## src/rtl/spm_pkg.sv

```systemverilog
// Shared definitions for the serial-parallel multiplier.
// Latency: none (types and constants only).
// Backpressure: not applicable.
package spm_pkg;

   // Default operand width in bits.
   localparam int SPM_WIDTH = 32;

   // Sequencer states. IDLE accepts operands, RUN shifts the multiplier, DONE holds the product.
   typedef enum logic [1:0] {
      IDLE = 2'd0,
      RUN  = 2'd1,
      DONE = 2'd2
   } state_t;

endpackage

```

## src/rtl/spm_cell.sv

```systemverilog
// One carry-save bit-cell of the serial-parallel array: adds the incoming sum, its partial product and its own carry.
// Latency: 1 cycle (sum and carry registered); the next sum is also exposed combinationally.
// Backpressure: none; the cell only advances while en is high.
module spm_cell (
   input  logic clk,
   input  logic rst,
   input  logic clr,
   input  logic en,
   input  logic sin,
   input  logic pp,
   output logic sum,
   output logic sum_nxt
);

   logic carry;
   logic carry_nxt;

   // Full adder. The carry stays in this cell: after the array shifts right,
   // a carry of weight 2^(i+1) lands back on weight 2^i.
   always_comb begin
      sum_nxt   = sin ^ pp ^ carry;
      carry_nxt = (sin & pp) | (sin & carry) | (pp & carry);
   end

   // Registered sum/carry with async reset and synchronous clear.
   always_ff @(posedge clk or negedge rst) begin
      if (!rst) begin
         sum   <= 1'b0;
         carry <= 1'b0;
      end else if (clr) begin
         sum   <= 1'b0;
         carry <= 1'b0;
      end else if (en) begin
         sum   <= sum_nxt;
         carry <= carry_nxt;
      end
   end

endmodule

```

## src/rtl/spm_mul.sv

```systemverilog
// Serial-parallel multiplier: x parallel, y serial LSB-first, PW-bit product shifted into p (signed mode under SPM_SIGNED_EN).
// Latency: accept on edge k, out_valid rises after edge k+PW; one product per PW+2 cycles at best.
// Backpressure: product and out_valid hold in DONE until out_ready; in_ready stays low until the product is taken.
module spm_mul
   import spm_pkg::*;
#(
   parameter int WIDTH = SPM_WIDTH,
   // Derived product width; leave at its default.
   parameter int PW    = 2*WIDTH
) (
   input  logic             clk,
   input  logic             rst,
   input  logic             in_valid,
   output logic             in_ready,
   input  logic [WIDTH-1:0] x,
   input  logic [WIDTH-1:0] y,
   input  logic             sgn,
   input  logic             clr,
   output logic             out_valid,
   input  logic             out_ready,
   output logic [PW-1:0]    p
);

   localparam int CW = $clog2(PW) + 1;

   state_t           state;
   logic [CW-1:0]    cnt;
   logic [WIDTH-1:0] xr;
   logic [WIDTH-1:0] yr;

   logic             bit_y;
   logic             top_pp;
   logic             y_fill;
   logic             run;
   logic             last;
   logic             cell_clr;
   logic             pbit;
   logic [WIDTH-1:0] pp;
   logic [WIDTH-1:0] sin;
   logic [WIDTH-1:0] sums;
   logic [WIDTH-1:0] sum_nxt;
   logic             unused_bits;

`ifdef SPM_SIGNED_EN
   logic sr;
   logic neg_seen;
   logic msb_raw;
`endif

   assign bit_y    = yr[0];
   assign run      = (state == RUN);
   assign last     = (cnt == CW'(PW - 1));
   // The accumulator is wiped on abort and on every accepted operation.
   assign cell_clr = clr | ((state == IDLE) & in_valid);

`ifdef SPM_SIGNED_EN
   // A negative multiplicand is x_low - x[W-1]*2^(W-1). The MSB cell therefore
   // adds the serial two's complement of (x[W-1] & y-stream): each bit is
   // inverted once any earlier bit of that stream was 1. All addends stay
   // non-negative, so the carry-save array is exact and p is right mod 2^PW.
   // The multiplier stream is sign-extended by refilling y with its MSB.
   always_comb begin
      msb_raw = xr[WIDTH-1] & bit_y;
      top_pp  = sr ? (msb_raw ^ neg_seen) : msb_raw;
      y_fill  = sr & yr[WIDTH-1];
   end
   assign unused_bits = ^{sum_nxt[WIDTH-1:1]};
`else
   // Unsigned only: plain MSB partial product, zero-extended multiplier, sgn ignored.
   always_comb begin
      top_pp = xr[WIDTH-1] & bit_y;
      y_fill = 1'b0;
   end
   assign unused_bits = ^{sum_nxt[WIDTH-1:1], sgn};
`endif

   assign pp   = {top_pp, xr[WIDTH-2:0] & {(WIDTH-1){bit_y}}};
   assign sin  = {1'b0, sums[WIDTH-1:1]};
   // Cell 0's fresh sum is the product bit of the current cycle.
   assign pbit = sum_nxt[0];

   genvar gi;
   generate
      for (gi = 0; gi < WIDTH; gi++) begin : g_cell
         spm_cell u_cell (
            .clk     (clk),
            .rst     (rst),
            .clr     (cell_clr),
            .en      (run),
            .sin     (sin[gi]),
            .pp      (pp[gi]),
            .sum     (sums[gi]),
            .sum_nxt (sum_nxt[gi])
         );
      end
   endgenerate

   // Sequencer: operand capture, bit counter, product shift register and handshake flags.
   always_ff @(posedge clk or negedge rst) begin
      if (!rst) begin
         state     <= IDLE;
         in_ready  <= 1'b1;
         out_valid <= 1'b0;
         cnt       <= '0;
         xr        <= '0;
         yr        <= '0;
         p         <= '0;
`ifdef SPM_SIGNED_EN
         sr        <= 1'b0;
         neg_seen  <= 1'b0;
`endif
      end else if (clr) begin
         state     <= IDLE;
         in_ready  <= 1'b1;
         out_valid <= 1'b0;
         cnt       <= '0;
         p         <= '0;
`ifdef SPM_SIGNED_EN
         neg_seen  <= 1'b0;
`endif
      end else begin
         case (state)
            IDLE: begin
               if (in_valid) begin
                  xr       <= x;
                  yr       <= y;
                  cnt      <= '0;
                  state    <= RUN;
                  in_ready <= 1'b0;
`ifdef SPM_SIGNED_EN
                  sr       <= sgn;
                  neg_seen <= 1'b0;
`endif
               end
            end
            RUN: begin
               p   <= {pbit, p[PW-1:1]};
               yr  <= {y_fill, yr[WIDTH-1:1]};
               cnt <= cnt + 1'b1;
`ifdef SPM_SIGNED_EN
               neg_seen <= neg_seen | msb_raw;
`endif
               if (last) begin
                  state     <= DONE;
                  out_valid <= 1'b1;
               end
            end
            DONE: begin
               if (out_ready) begin
                  state     <= IDLE;
                  out_valid <= 1'b0;
                  in_ready  <= 1'b1;
               end
            end
            default: begin
               state     <= IDLE;
               out_valid <= 1'b0;
               in_ready  <= 1'b1;
            end
         endcase
      end
   end

endmodule

```

## config.mk

```make
export PLATFORM = sky130hd
export DESIGN_NAME = spm_mul
export DESIGN_NICKNAME = d
export VERILOG_FILES = /design/src/rtl/spm_pkg.sv /design/src/rtl/spm_cell.sv /design/src/rtl/spm_mul.sv
export SDC_FILE = /design/constraint.sdc
export NUM_CORES = 1
export LEC_CHECK = 0
export ABC_AREA = 1
export BUFFER_PORTS_ARGS = -buffer_cell sky130_fd_sc_hd__buf_2
export CORE_MARGIN = 2
export CORE_UTILIZATION = 45
export DETAILED_ROUTE_END_ITERATION = 8
export GPL_ROUTABILITY_DRIVEN = 0
export GPL_TIMING_DRIVEN = 0
export HOLD_SLACK_MARGIN = 0.15
export MAX_ROUTING_LAYER = met4
export PLACE_DENSITY = 0.66
export SLEW_MARGIN = 10
export SYNTH_ARGS = -nofsm -noshare
export SYNTH_HDL_FRONTEND = slang
export SYNTH_SLANG_ARGS = --single-unit
export TNS_END_PERCENT = 100
```

## constraint.sdc

```tcl
create_clock -name clk -period 1.96 [get_ports clk]
set_input_delay 0.196 -clock clk [delete_from_list [all_inputs] [get_ports clk]]
set_output_delay 0.196 -clock clk [all_outputs]
set_load 0.03 [all_outputs]
```

; ---- After elaboration in Yosys (flattened, before gate mapping)
; Cells that the tools add are included.
[word_totals]
register_bits = 202
elab_cells = 461
out_inout_bits = 66
in_bits = 70
mem_count = 0
mem_bits_rw = 0
latch_bits = 0
rom_bits = 0
[classes]
n_mul = 0
add_sub_neg = 1
bitwise = 224
eq_ne = 9
shifts = 0
magnitude_cmp = 0
div_mod_pow = 0
n_mux = 146
reduce_logical = 11
[op_table]
columns = cell, n
row1 = $mux W1, 132
row2 = $mux W64, 2
row3 = $and A1 B1 Y1, 96
row4 = $pmux W32 S2, 1
row5 = $or A1 B1 Y1, 63
row6 = $xor A1 B1 Y1, 63
row7 = $mux W32, 1
row8 = $and A31 B31 Y31, 1
row9 = $reduce_and A3 Y1, 5
row10 = $mux W7, 2
row11 = $pmux W7 S2, 1
row12 = $ne A3 B3 Y1 const B, 3
row13 = $mux W2, 4
row14 = $add A7 B1 Y7 const B, 1
row15 = $eq A7 B6 Y1 const B, 1
row16 = $ne A2 B2 Y1 const B, 3
row17 = $pmux W1 S3, 2
row18 = $pmux W2 S3, 1
row19 = $reduce_bool A2 Y1, 3
row20 = $reduce_bool A3 Y1, 1
row21 = $eq A2 B1 Y1 const B, 1
row22 = $eq A2 B2 Y1 const B, 1
row23 = $logic_not A2 Y1, 1
row24 = $reduce_and A2 Y1, 1
row25 = $not A1 Y1, 1

; ---- Logic depth before layout (Yosys ltp)
[depth]
ltp_word = 6
depth_mapped = 8
depth_no_buf = 8

; ---- Hierarchy
; From an unflattened synthesis, not the netlist that was laid out.
[hier_totals]
hier_cells = 1043
hier_area_um2 = 9301.4
[modules_own_cells]
columns = module, instances, seq_area_each_um2, area_each_um2, cells_each
row1 = spm_mul, 1, 3479.6, 5938.2, 691
row2 = spm_cell, 32, 50.0, 105.1, 11

; ---- Worst setup path after synthesis
; Ideal clock, no wire load.
[synth_timing]
path_kind = reg2reg
startpoint = register yr[0]
endpoint = register g_cell[21].u_cell.sum
period_less_slack_ps = 1623
arrival_time_ps = 1493
setup_time_ps = 131
t_required_ps = 1829
stages_incl_launch_ff = 6
path_slack_ps = 337
path_buffers = 2
path_cell_list = dfrtp_1 -> clkbuf_1 -> clkbuf_1 -> nand2_1 -> fa_1 -> o22ai_2
[synth_via]
elab_chain_len = 5
[synth_lines]
columns = item, line
row1 = start: declaration, spm_mul.sv:29  ; logic [WIDTH-1:0] yr;
row2 = start signal: assignment, spm_mul.sv:126  ; yr <= y;
row3 = start signal: assignment, spm_mul.sv:138  ; yr <= {y_fill, yr[WIDTH-1:1]};
row4 = $and A31 B31 Y31, spm_mul.sv:77  ; assign pp = {top_pp, xr[WIDTH-2:0] & {(WIDTH-1){bit_y}}};
row5 = $xor A1 B1 Y1 (2 in series), spm_cell.sv:21  ; sum_nxt = sin ^ pp ^ carry;
row6 = $mux W1, spm_cell.sv:33  ; end else if (en) begin
row7 = $mux W1, spm_cell.sv:30  ; end else if (clr) begin
row8 = end signal: assignment, spm_cell.sv:34  ; sum <= sum_nxt;
row9 = end: declaration, spm_cell.sv:11  ; output logic sum,
; No other way between the ends. The select of a mux whose other input is x is not followed.
; A chain may end at the register's enable or synchronous reset.

; ---- Worst setup path in the final report
[layout_timing]
startpoint = register yr[0]
endpoint = register g_cell[8].u_cell.sum
[layout_via]
elab_chain_len = 5
[layout_lines]
columns = item, line
row1 = $and A31 B31 Y31, spm_mul.sv:77
row2 = $xor A1 B1 Y1 (2 in series), spm_cell.sv:21
row3 = $mux W1, spm_cell.sv:33
row4 = $mux W1, spm_cell.sv:30
row5 = end signal: assignment, spm_cell.sv:34
row6 = end: declaration, spm_cell.sv:11
; No other way between the ends. The select of a mux whose other input is x is not followed.

==> key figures <==
Status
  • Status: completed

Power and ir drop
  • Leakage: 5.20 nW
  • PD cells: 907 nW/um2
  • Worst VDD drop: 0.699 mV

Layout
  • Fin nets: 1198
  • Fin util: 0.580
  • P&R area growth vs syn: 27.6%
  • # diodes: 0
  • FILL cells: 1690
  • Sequential cell area: 5060 um2
  • Area of the multi-input gates: 2720 um2
  • Share of cells above drive strength 1: 0.205

Worst setup path
  • Crit path arrival time: 2.20 ns
  • CP Max Fanout: 10
  • WS Path Type: reg2reg
  • Endpoint class of the critical path: flip-flop
  • Worst setup SP type: flip-flop
  • WP data required: 2.33 ns

Yosys
  • FFs w/ async S/R, synth: 1.00
  • Post-synth top area share: 0.574
  • Synth Area in Simple Gates: 0.0707
  • Mapped Avg Cell Area: 10.1 um2
  • Yosys Warn Count: 0
  • Main synth FF type: dfrtp_1
  • Most frequent cells after synthesis: dfrtp_1, inv_1, nand2_1, o22ai_1, o21ai_1
  • Syn nets: 970
  • Most frequent cell after synthesis: dfrtp_1
  • Mapped cell area: 8760 um2
  • Synth cell types: 26
  • Compound-Gate Fraction of Synth Area: 0.166
  • Yosys top cell by area: dfrtp_1
  • Number of synthesized flops with an enable pin: 0
  • Largest family of logic cells by synthesized area: compound AO/OA/AOI/OAI gates
  • XOR/XNOR share of the synthesized area: 0
  • Gate count of the mapped netlist: 867
  • Post-Synth Adder-Cell Area: 0.0737
  • Post-synthesis mux area share: 0
  • Sequential share of the synthesized area: 0.577
  • #FFs+latches synth: 202
  • Synth top area cells: dfrtp_1, inv_1, o22ai_1

Timing
  • Worst hold slack: approximately 0.29 ns
  • RSZ-0062 raised after global routing: yes
  • Actual slew at the worst max-slew pin: 0.721 ns
  • Rel. slew slack: 0.519
  • Final hold viol count: 0
  • F_max: between 0.5 and 0.6 GHz
  • Final min period: 1.82 ns
  • Period utilization: 0.929
  • Final slew viol count: 0
  • Fin Clk Skew: 0.0198 ns
  • Final setup violation count: 0

Detailed routing
  • DRC violations left: 0
  • M1 WL: 9.22 mm
  • Final ANT Viol Nets: 0
  • Top sig layer: met4
  • Via count: ~6700
  • DR WL met3: 953 um
  • Vias per Instance: just under 5
  • Wire length per cell: 14.3 um
  • Final wirelength: 19.6 mm
  • 1st-pass router iterations: 5
  • Met2 WL: about 9 mm
  • Starting DRT DRC Count: 321

Job
  • Maxcap violations: 0

Clock network
  • CTS tree: done
  • Postcts setup bufs: 0
  • CTS buffer count: 22
  • Clock insertion delay at the later pin of the skew report: 0.51 ns
  • H-tree depth: 1
  • CTS clk-pin slew, worst paths: 0.06 ns
  • Clock Path Buffers: 3
  • Clock Sinks: 202
  • Root Buffer: clkbuf_16

Die
  • Full die area: 20600 um2
  • Die Y: around 140 um
  • Die width: 144 um
  • Row Count: 51
  • Core footprint: 19300 um2
  • Initial Util: 0.455
  • I/O pin count: 136

GRT
  • Total grt overflow: 0
  • Largest net degree at the start of global routing: 111
  • Vias in the first global route: 6651
  • First-pass GRT wire length: 32.5 mm
  • GRT Total Usage: 0.200
  • Antenna violations before repair: 0

Placed design
  • PortBufs: roughly 130
  • HPWL Detailed: 12.7 mm

Min path
  • Worst hold path class: in2async
[through the flow]
step	total power, mW	setup slack, ns	cell area (um2)	instances	setup TNS (ns)
global route	10.7	0.00320	11200	1375	0
floorplan	5.72	0.337	8760	867	0
CTS	10.3	0.0699	11200	1375	0
detailed placement	6.23	-0.153	9800	1267	-3.47
global placement	6.18	-2.79	9760	1266	-560.38
finish	10.1	0.138	11200	1375	0
[cells by family after synthesis]
family	after synthesis
buf+inv	250
compound gates	229
flops	202
simple gates	153
fa+ha+maj	33
[power breakdown]
part           leakage (nW)  switching [mW]  total [mW]  internal (mW)
combinational          2.17           0.979        1.57          0.594
clock                 0.333            1.64        3.86           2.23
sequential             2.70           0.155        4.70           4.54
[timing repair]
action	in CTS	in global routing
hold buffers	69	0
pin swaps	0	0
setup endpoints to repair	53	18
resized for setup	3	5
hold endpoints to repair	167	0
[per-layer routing]
metal / vias to the layer above / global-route usage
li1: 3261 / -
met1: 3285 / 0.281
met2: 150 / 0.317
met3: 18 / 0.0293
met4: 0 / 0.0346
met5: - / -
[sequential cells by signal (all words and copies together) (netlist names)]
name	cells
cnt	7
g_cell.u_cell.carry	32
g_cell.u_cell.sum	31
in_ready	1
out_valid	1
p	64
state	2
xr	32
yr	32
[layout make-up]
type / count / share of cell area
buffer: 50 / 0.0219
clock inverter: 8 / 0.00504
multi-input combinational: 415 / 0.243
inverter: 200 / 0.0672
tap: 265 / 0.0297
timing repair buffer: 204 / 0.125
clock buffer: 31 / 0.0558
sequential: 202 / 0.452
[cell usage in the layout, fill, tap and decap left out, types with 2 or more instances in the layout]
cell type,count
clkbuf_4,2
o22ai_2,10
clkbuf_1,19
nand3_1,9
clkbuf_8,4
nor2_2,2
clkinv_2,5
inv_1,195
nand2_4,2
dfrtp_1,201
inv_2,5
o21ai_1,69
o211ai_1,29
fa_1,31
a21oi_1,3
clkbuf_16,22
nand4_1,3
ha_1,2
buf_2,164
dlygate4sd3_1,69
nand2_1,125
clkinvlp_4,2
o22ai_1,114
buf_4,3
nor2_1,10
[worst max-delay path: stages, from the launching register on]
cell and delay [ns]:
dfrtp_1 0.32, clkbuf_1 0.28, buf_2 0.32, nand2_1 0.12
fa_1 0.58, o22ai_2 0.09
[final timing paths]
path | slack [ns] | cells after the start | endpoint | start
hold / removal | 0.29 | 2 | xr[16] | rst
setup reg to reg | 0.14 | 5 | g_cell[8].u_cell.sum | yr[0]
min in group clk | 0.47 | 4 | xr[7] | x[7]
hold reg to reg | 0.48 | 2 | in_ready | in_ready
setup / recovery | 0.14 | 5 | g_cell[8].u_cell.sum | yr[0]
max in group asynchronous | 0.70 | 3 | in_ready | rst
(Power assumes the default switching activity.)
